**config.mk**
```make
export PLATFORM = sky130hd
export DESIGN_NAME = player_action_encoder_flat
export DESIGN_NICKNAME = d
export VERILOG_FILES = /design/src/rtl/player_action_encoder_if.sv /design/src/rtl/player_action_encoder.sv /design/src/flat_wrapper.sv
export SDC_FILE = /design/constraint.sdc
export NUM_CORES = 1
export LEC_CHECK = 0
export CORE_MARGIN = 3
export CORE_UTILIZATION = 50
export DETAILED_ROUTE_END_ITERATION = 16
export PLACE_DENSITY = 0.78
export SYNTH_ARGS = -nofsm -noshare
export SYNTH_HDL_FRONTEND = slang
export SYNTH_SLANG_ARGS = --single-unit
```
**constraint.sdc**
```tcl
create_clock -name CLK -period 1.61 [get_ports CLK]
set_input_delay 0.4025 -clock CLK [delete_from_list [all_inputs] [get_ports CLK]]
set_output_delay 0.4025 -clock CLK [all_outputs]
set_load 0.1 [all_outputs]
```
**src/rtl/player_action_encoder_if.sv**
```systemverilog
// Button/tick inputs and action outputs of one player's action encoder.
interface player_action_encoder_if;
  logic [5:0] btn;
  logic       tick;
  logic [5:0] action;
  logic       action_stb;
  logic       cooldown;

  // Stimulus side: drives buttons and the game tick, observes actions.
  modport master (output btn, tick, input action, action_stb, cooldown);
  // Encoder side.
  modport slave  (input btn, tick, output action, action_stb, cooldown);
endinterface

```
**src/rtl/player_action_encoder.sv**
```systemverilog
// Player action encoder: sync + debounce every button, capture press edges,
// and on each game tick issue at most one one-hot action to the player FSM.

// One button lane: 2-flop synchronizer and counter debouncer.
// flip is high in the cycle whose posedge will move stable to the synced level.
module player_action_db #(
  parameter int DB_CYCLES = 4,
  parameter int DB_W      = 3
) (
  input  logic CLK,
  input  logic RST,
  input  logic raw,
  output logic stable,
  output logic flip
);
  localparam logic [DB_W-1:0] CNT_MAX = DB_W'(DB_CYCLES - 1);

  logic [1:0]      sync;
  logic [DB_W-1:0] cnt;
  logic            differ;

  assign differ = sync[1] ^ stable;
  assign flip   = differ && (cnt == CNT_MAX);

  // Synchronize, then only accept a new level after DB_CYCLES differing cycles.
  always_ff @(posedge CLK) begin
    if (RST) begin
      sync   <= '0;
      stable <= 1'b0;
      cnt    <= '0;
    end else begin
      sync <= {sync[0], raw};
      if (!differ) begin
        cnt <= '0;
      end else if (cnt == CNT_MAX) begin
        stable <= sync[1];
        cnt    <= '0;
      end else begin
        cnt <= cnt + 1'b1;
      end
    end
  end
endmodule

module player_action_encoder #(
  parameter int DB_CYCLES    = 4,
  parameter int DB_W         = 3,
  parameter int ATK_COOLDOWN = 2
) (
  input  logic                    CLK,
  input  logic                    RST,
  player_action_encoder_if.slave  bus
);
  localparam int NUM_BTN = 6;
  localparam int CD_W    = (ATK_COOLDOWN > 0) ? $clog2(ATK_COOLDOWN + 1) : 1;
  localparam logic [CD_W-1:0] CD_LOAD = CD_W'(ATK_COOLDOWN);
  // W (bit 2) is level-requested, every other button is edge-requested.
  localparam logic [NUM_BTN-1:0] EDGE_MASK = 6'b111011;

  logic [NUM_BTN-1:0] stable, flip, rise, pending, req, winner;
  logic [NUM_BTN-1:0] act;
  logic               stb;
  logic [CD_W-1:0]    cd_cnt;

  genvar i;
  generate
    for (i = 0; i < NUM_BTN; i++) begin : g_btn
      player_action_db #(.DB_CYCLES(DB_CYCLES), .DB_W(DB_W)) u_db (
        .CLK    (CLK),
        .RST    (RST),
        .raw    (bus.btn[i]),
        .stable (stable[i]),
        .flip   (flip[i])
      );
    end
  endgenerate

  // A flip while stable is still 0 is a debounced press arriving this cycle.
  assign rise = flip & ~stable & EDGE_MASK;

  // Request set for this tick: cancel opposing moves, mask attacks in cooldown.
  always_comb begin
    req    = pending | rise;
    req[2] = stable[2];
    if (req[4] && req[3]) begin
      req[4] = 1'b0;
      req[3] = 1'b0;
    end
    if (cd_cnt != '0) req[1:0] = 2'b00;
  end

  // Fixed priority J > P > K > ML > MR > W.
  always_comb begin
    winner = '0;
    if      (req[5]) winner[5] = 1'b1;
    else if (req[1]) winner[1] = 1'b1;
    else if (req[0]) winner[0] = 1'b1;
    else if (req[3]) winner[3] = 1'b1;
    else if (req[4]) winner[4] = 1'b1;
    else if (req[2]) winner[2] = 1'b1;
  end

  // Tick: register winner, drop all pending, run cooldown; else collect edges.
  always_ff @(posedge CLK) begin
    if (RST) begin
      pending <= '0;
      cd_cnt  <= '0;
      act     <= '0;
      stb     <= 1'b0;
    end else if (bus.tick) begin
      act     <= winner;
      stb     <= |winner;
      pending <= '0;
      if (winner[1] || winner[0]) cd_cnt <= CD_LOAD;
      else if (cd_cnt != '0)      cd_cnt <= cd_cnt - 1'b1;
    end else begin
      act     <= '0;
      stb     <= 1'b0;
      pending <= pending | rise;
    end
  end

  assign bus.action     = act;
  assign bus.action_stb = stb;
  assign bus.cooldown   = (cd_cnt != '0);
endmodule
```
**src/flat_wrapper.sv**
```systemverilog
// flat-port wrapper written by rule: the top's interface ports become plain ports
module player_action_encoder_flat 
#(
  parameter int DB_CYCLES    = 4,
  parameter int DB_W         = 3,
  parameter int ATK_COOLDOWN = 2
)
  (CLK, RST, bus_btn, bus_tick, bus_action, bus_action_stb, bus_cooldown);
  player_action_encoder_if bus_i ();
  input  logic CLK;
  input  logic RST;
  input wire logic [$bits(bus_i.btn)-1:0] bus_btn;
  input wire logic [$bits(bus_i.tick)-1:0] bus_tick;
  output wire logic [$bits(bus_i.action)-1:0] bus_action;
  output wire logic [$bits(bus_i.action_stb)-1:0] bus_action_stb;
  output wire logic [$bits(bus_i.cooldown)-1:0] bus_cooldown;
  assign bus_i.btn = bus_btn;
  assign bus_i.tick = bus_tick;
  assign bus_action = bus_i.action;
  assign bus_action_stb = bus_i.action_stb;
  assign bus_cooldown = bus_i.cooldown;
  player_action_encoder #(.DB_CYCLES(DB_CYCLES), .DB_W(DB_W), .ATK_COOLDOWN(ATK_COOLDOWN)) u_core (.CLK(CLK), .RST(RST), .bus(bus_i));
endmodule
```
==> metrics.md <==
| Metric | Value |
|---|---|
| Outcome | finished with violations |
| Failing checks | setup timing |
| Synth async-reset ratio | 0 |
| CP max FO | 3 |
| Clk Latency, worst-skew pair | 0.30 ns |
| Final hold slack | 0.4282 ns |
| Largest net degree at the start of global routing | 25 |
| CTS tree | yes |
| Setup repair after global routing missed its margin | yes |
| CTS H-tree depth | 2 |
| Num CTS Buffers | 5 |
| VDD IR max | 809.1 uV |
| Die Height | 66.59 um |
| PortBufs | 16 |
| Fin crit period | 1.747 ns |
| FF-to-FF Start | u_core.g_btn[0].u_db.cnt[0]$_SDFF_PP0_ |
| CP Capture Point | u_core.cd_cnt[1]$_SDFFE_PP0P_ |
| WS Path Type | reg -> reg |
| Clock transition at path regs | 0.08 ns |
| Post-route setup slack | -0.1367 ns |
| Leak Pwr | 0.9303 nW |
| # rows | 21 |
| Via count | between 1000 and 1500 |
| Fillers | 261 |
| DRC viols | 0 |
| Average wire per standard cell | 13.00 um |
| Internal reg-to-reg setup slack | -0.14 ns |
| Final instance area | about 2400 sq um |
| Clock Skews | 0.005065 ns |
| Worst Path Required | 1.80 ns |
| Total gr overflow | 0 |
| CORE AREA | 3442 sq um |
| DR iter-0 viols | 32 |
| Post-synth cell types | 28 |
| Vias in the first global route | 1303 |
| Crit path launch type | flip-flop |
| Share of the synthesized area in the top cell type | 0.5453 |
| Worst R2R End | u_core.cd_cnt[1]$_SDFFE_PP0P_ |
| Crit share post-route | 1.085 |
| Synthesized area per cell | 10.49 sq um |
| First-pass detailed-route iteration total | 4 |
| Antenna viol nets, final | 0 |
| First-pass GRT wire length | around 5.2 mm |
| Die Span X | 66.59 um |
| Cells on worst reg2reg path | 6 |
| Pwr dens | 920.7 nW/um^2 |
| Syn Inst Count | 175 |
| Clock sink total | 50 |
| MaxCap Viol Count | 0 |
| Worst setup path start | u_core.g_btn[0].u_db.cnt[0]$_SDFF_PP0_ |
| Max Freq | 0.5725 GHz |
| Post-Syn Nets | about 200 |
| Slew @ Worst Pin | 0.2965 ns |
| Gp weighted congestion | ~0.8 |
| Main flop type after synthesis | dfxtp_1 |
| Dpl cell area | approximately 2200 sq um |
| Root buf cell | clkbuf_8 |
| Ant diodes | 0 |
| Final Hold Fails | 0 |
| Dpl hpwl | between 2 and 2.5 mm |
| Max_slew headroom | 0.8016 |
| Synthesized flop and latch total | 50 |
| Synth top cells by count | 50 x dfxtp_1, 32 x nor2_1, 17 x inv_1, 13 x ha_1, 12 x nor2b_1 |
| Sequential element share of the synthesized area | 0.5453 |
| Final net count | 233 |
| Critical path capture point type | flip-flop |
| Hold Path Class | reg -> reg |
| Multi-input gate area | 837.1 sq um |
| Total power | 2.245 mW |
| Die area | 4434 sq um |
| Mapped Area | 1836 sq um |
| FF/Latch Area | 1006 sq um |
| Top cells by area, synth | dfxtp_1 55%, ha_1 8.9%, nor2_1 6.5%, nor2b_1 4.1%, inv_1 3.5% |
| Most frequent cell after synthesis | dfxtp_1 |
| Starting Density | 0.5333 |
| Slew Limit Fails | 0 |
| I/O pin count | 17 |
| WP data arrival | about 1.9 ns |
| Bufs on Longest Clock Path | 2 |
| Yosys warning count | 0 |
| Initial antenna violation count | 0 |
| Layout cells sized above 1 | 0.2714 |
| Final setup violation count | 6 |
| Routed WL | ~3.3 mm |
| Area leader, netlist | dfxtp_1 |
| Area Overhead vs Synth | 32.86% |
| Post-synth EDFFs | 0 |
| Dpl ws | -0.2610 ns |
| Total GRT Usage | 0.1626 |
| Vias per std cell | 4.949 |
-- cells by family after synthesis --
family | after synthesis | share of synthesized area
flops | 50 | 0.5453
simple gates | 69 | 0.2059
xor+xnor | 7 | 0.03340
mux | 7 | 0.04090
compound gates | 6 | 0.03818
buf+inv | 23 | 0.04771
fa+ha+maj | 13 | 0.08862
-- per-stage QoR --
stage	utilization	instances	setup TNS, ns
after global placement	0.6449	242	-0.5512
final	0.7085	256	-0.4622
after floorplan	-	175	-0.07290
after detailed placement	0.6449	242	-0.8252
after global routing	0.7085	256	-0.9550
after CTS	0.6728	249	-0.4247
-- timing repair --
item                                    4_1_cts  5_1_grt
hold buffers                                  0        0
endpoints found under the setup margin        7        9
gates resized for setup                       3       13
setup buffers                                 1        7
pin swaps                                     5        8
-- power by group --
part | leakage, nW | internal, mW | switching (mW)
logic | 0.479 | 0.127 | 0.139
clock network | 0.0431 | 0.332 | 0.373
registers | 0.408 | 1.26 | 0.0146
total | 0.930 | 1.72 | 0.526
-- layout by cell type (no fill, tap or decap), types with 6 or more instances in the layout --
cell type,n
buf_4,16
inv_1,14
nor2b_1,12
nor2_1,31
ha_1,8
mux2i_1,6
buf_12,9
dfxtp_1,46
clkdlybuf4s50_1,8
or3_1,6
xnor2_1,7
clkbuf_8,6
-- critical path, cell delays in order (launching register included) --
cell and delay (ns):
dfxtp_2 0.36, ha_4 0.14, ha_4 0.13, and3b_2 0.23, nor4_4 0.06, o41ai_4 0.39
mux2_4 0.33
-- per-layer routing --
metal  GRT usage  vias to the layer above  share of wire
met5           0                        -              0
met4     0.08376                        0          0.026
met3     0.05902                        7          0.044
met2      0.3069                       23           0.54
met1      0.1496                      603           0.39
li1            -                      634              -
-- worst min path at each step --
stage	from	end	slack, ns	cells past startpoint
4_1_cts	u_core.g_btn[1].u_db.cnt[0]$_SDFF_PP0_	u_core.g_btn[1].u_db.cnt[0]$_SDFF_PP0_	0.41	1
2_1_floorplan	u_core.g_btn[0].u_db.cnt[0]$_SDFF_PP0_	u_core.g_btn[0].u_db.cnt[0]$_SDFF_PP0_	0.40	1
6_report	u_core.g_btn[5].u_db.cnt[0]$_SDFF_PP0_	u_core.g_btn[5].u_db.cnt[0]$_SDFF_PP0_	0.43	1
3_3_place_gp	u_core.g_btn[2].u_db.cnt[0]$_SDFF_PP0_	u_core.g_btn[2].u_db.cnt[0]$_SDFF_PP0_	0.41	1
3_5_place_dp	u_core.g_btn[5].u_db.cnt[0]$_SDFF_PP0_	u_core.g_btn[5].u_db.cnt[0]$_SDFF_PP0_	0.42	1
5_1_grt	u_core.g_btn[4].u_db.cnt[0]$_SDFF_PP0_	u_core.g_btn[4].u_db.cnt[0]$_SDFF_PP0_	0.45	1
-- state kept, by name, indices dropped and copies added (netlist names) --
signal,count
u_core.g_btn.u_db.cnt,18
u_core.g_btn.u_db.sync,12
u_core.bus.action,6
u_core.g_btn.u_db.stable,6
u_core.pending,5
u_core.cd_cnt,2
u_core.bus.action_stb,1
-- layout make-up --
type                    count  share of cell area
well taps                  46             0.02360
repair buffers             33              0.1560
flip-flops and latches     50              0.4125
clock buffers               6             0.03386
multi-input cells         102              0.3433
inverters                  19             0.03079
Power figures use the tool's default switching activity.
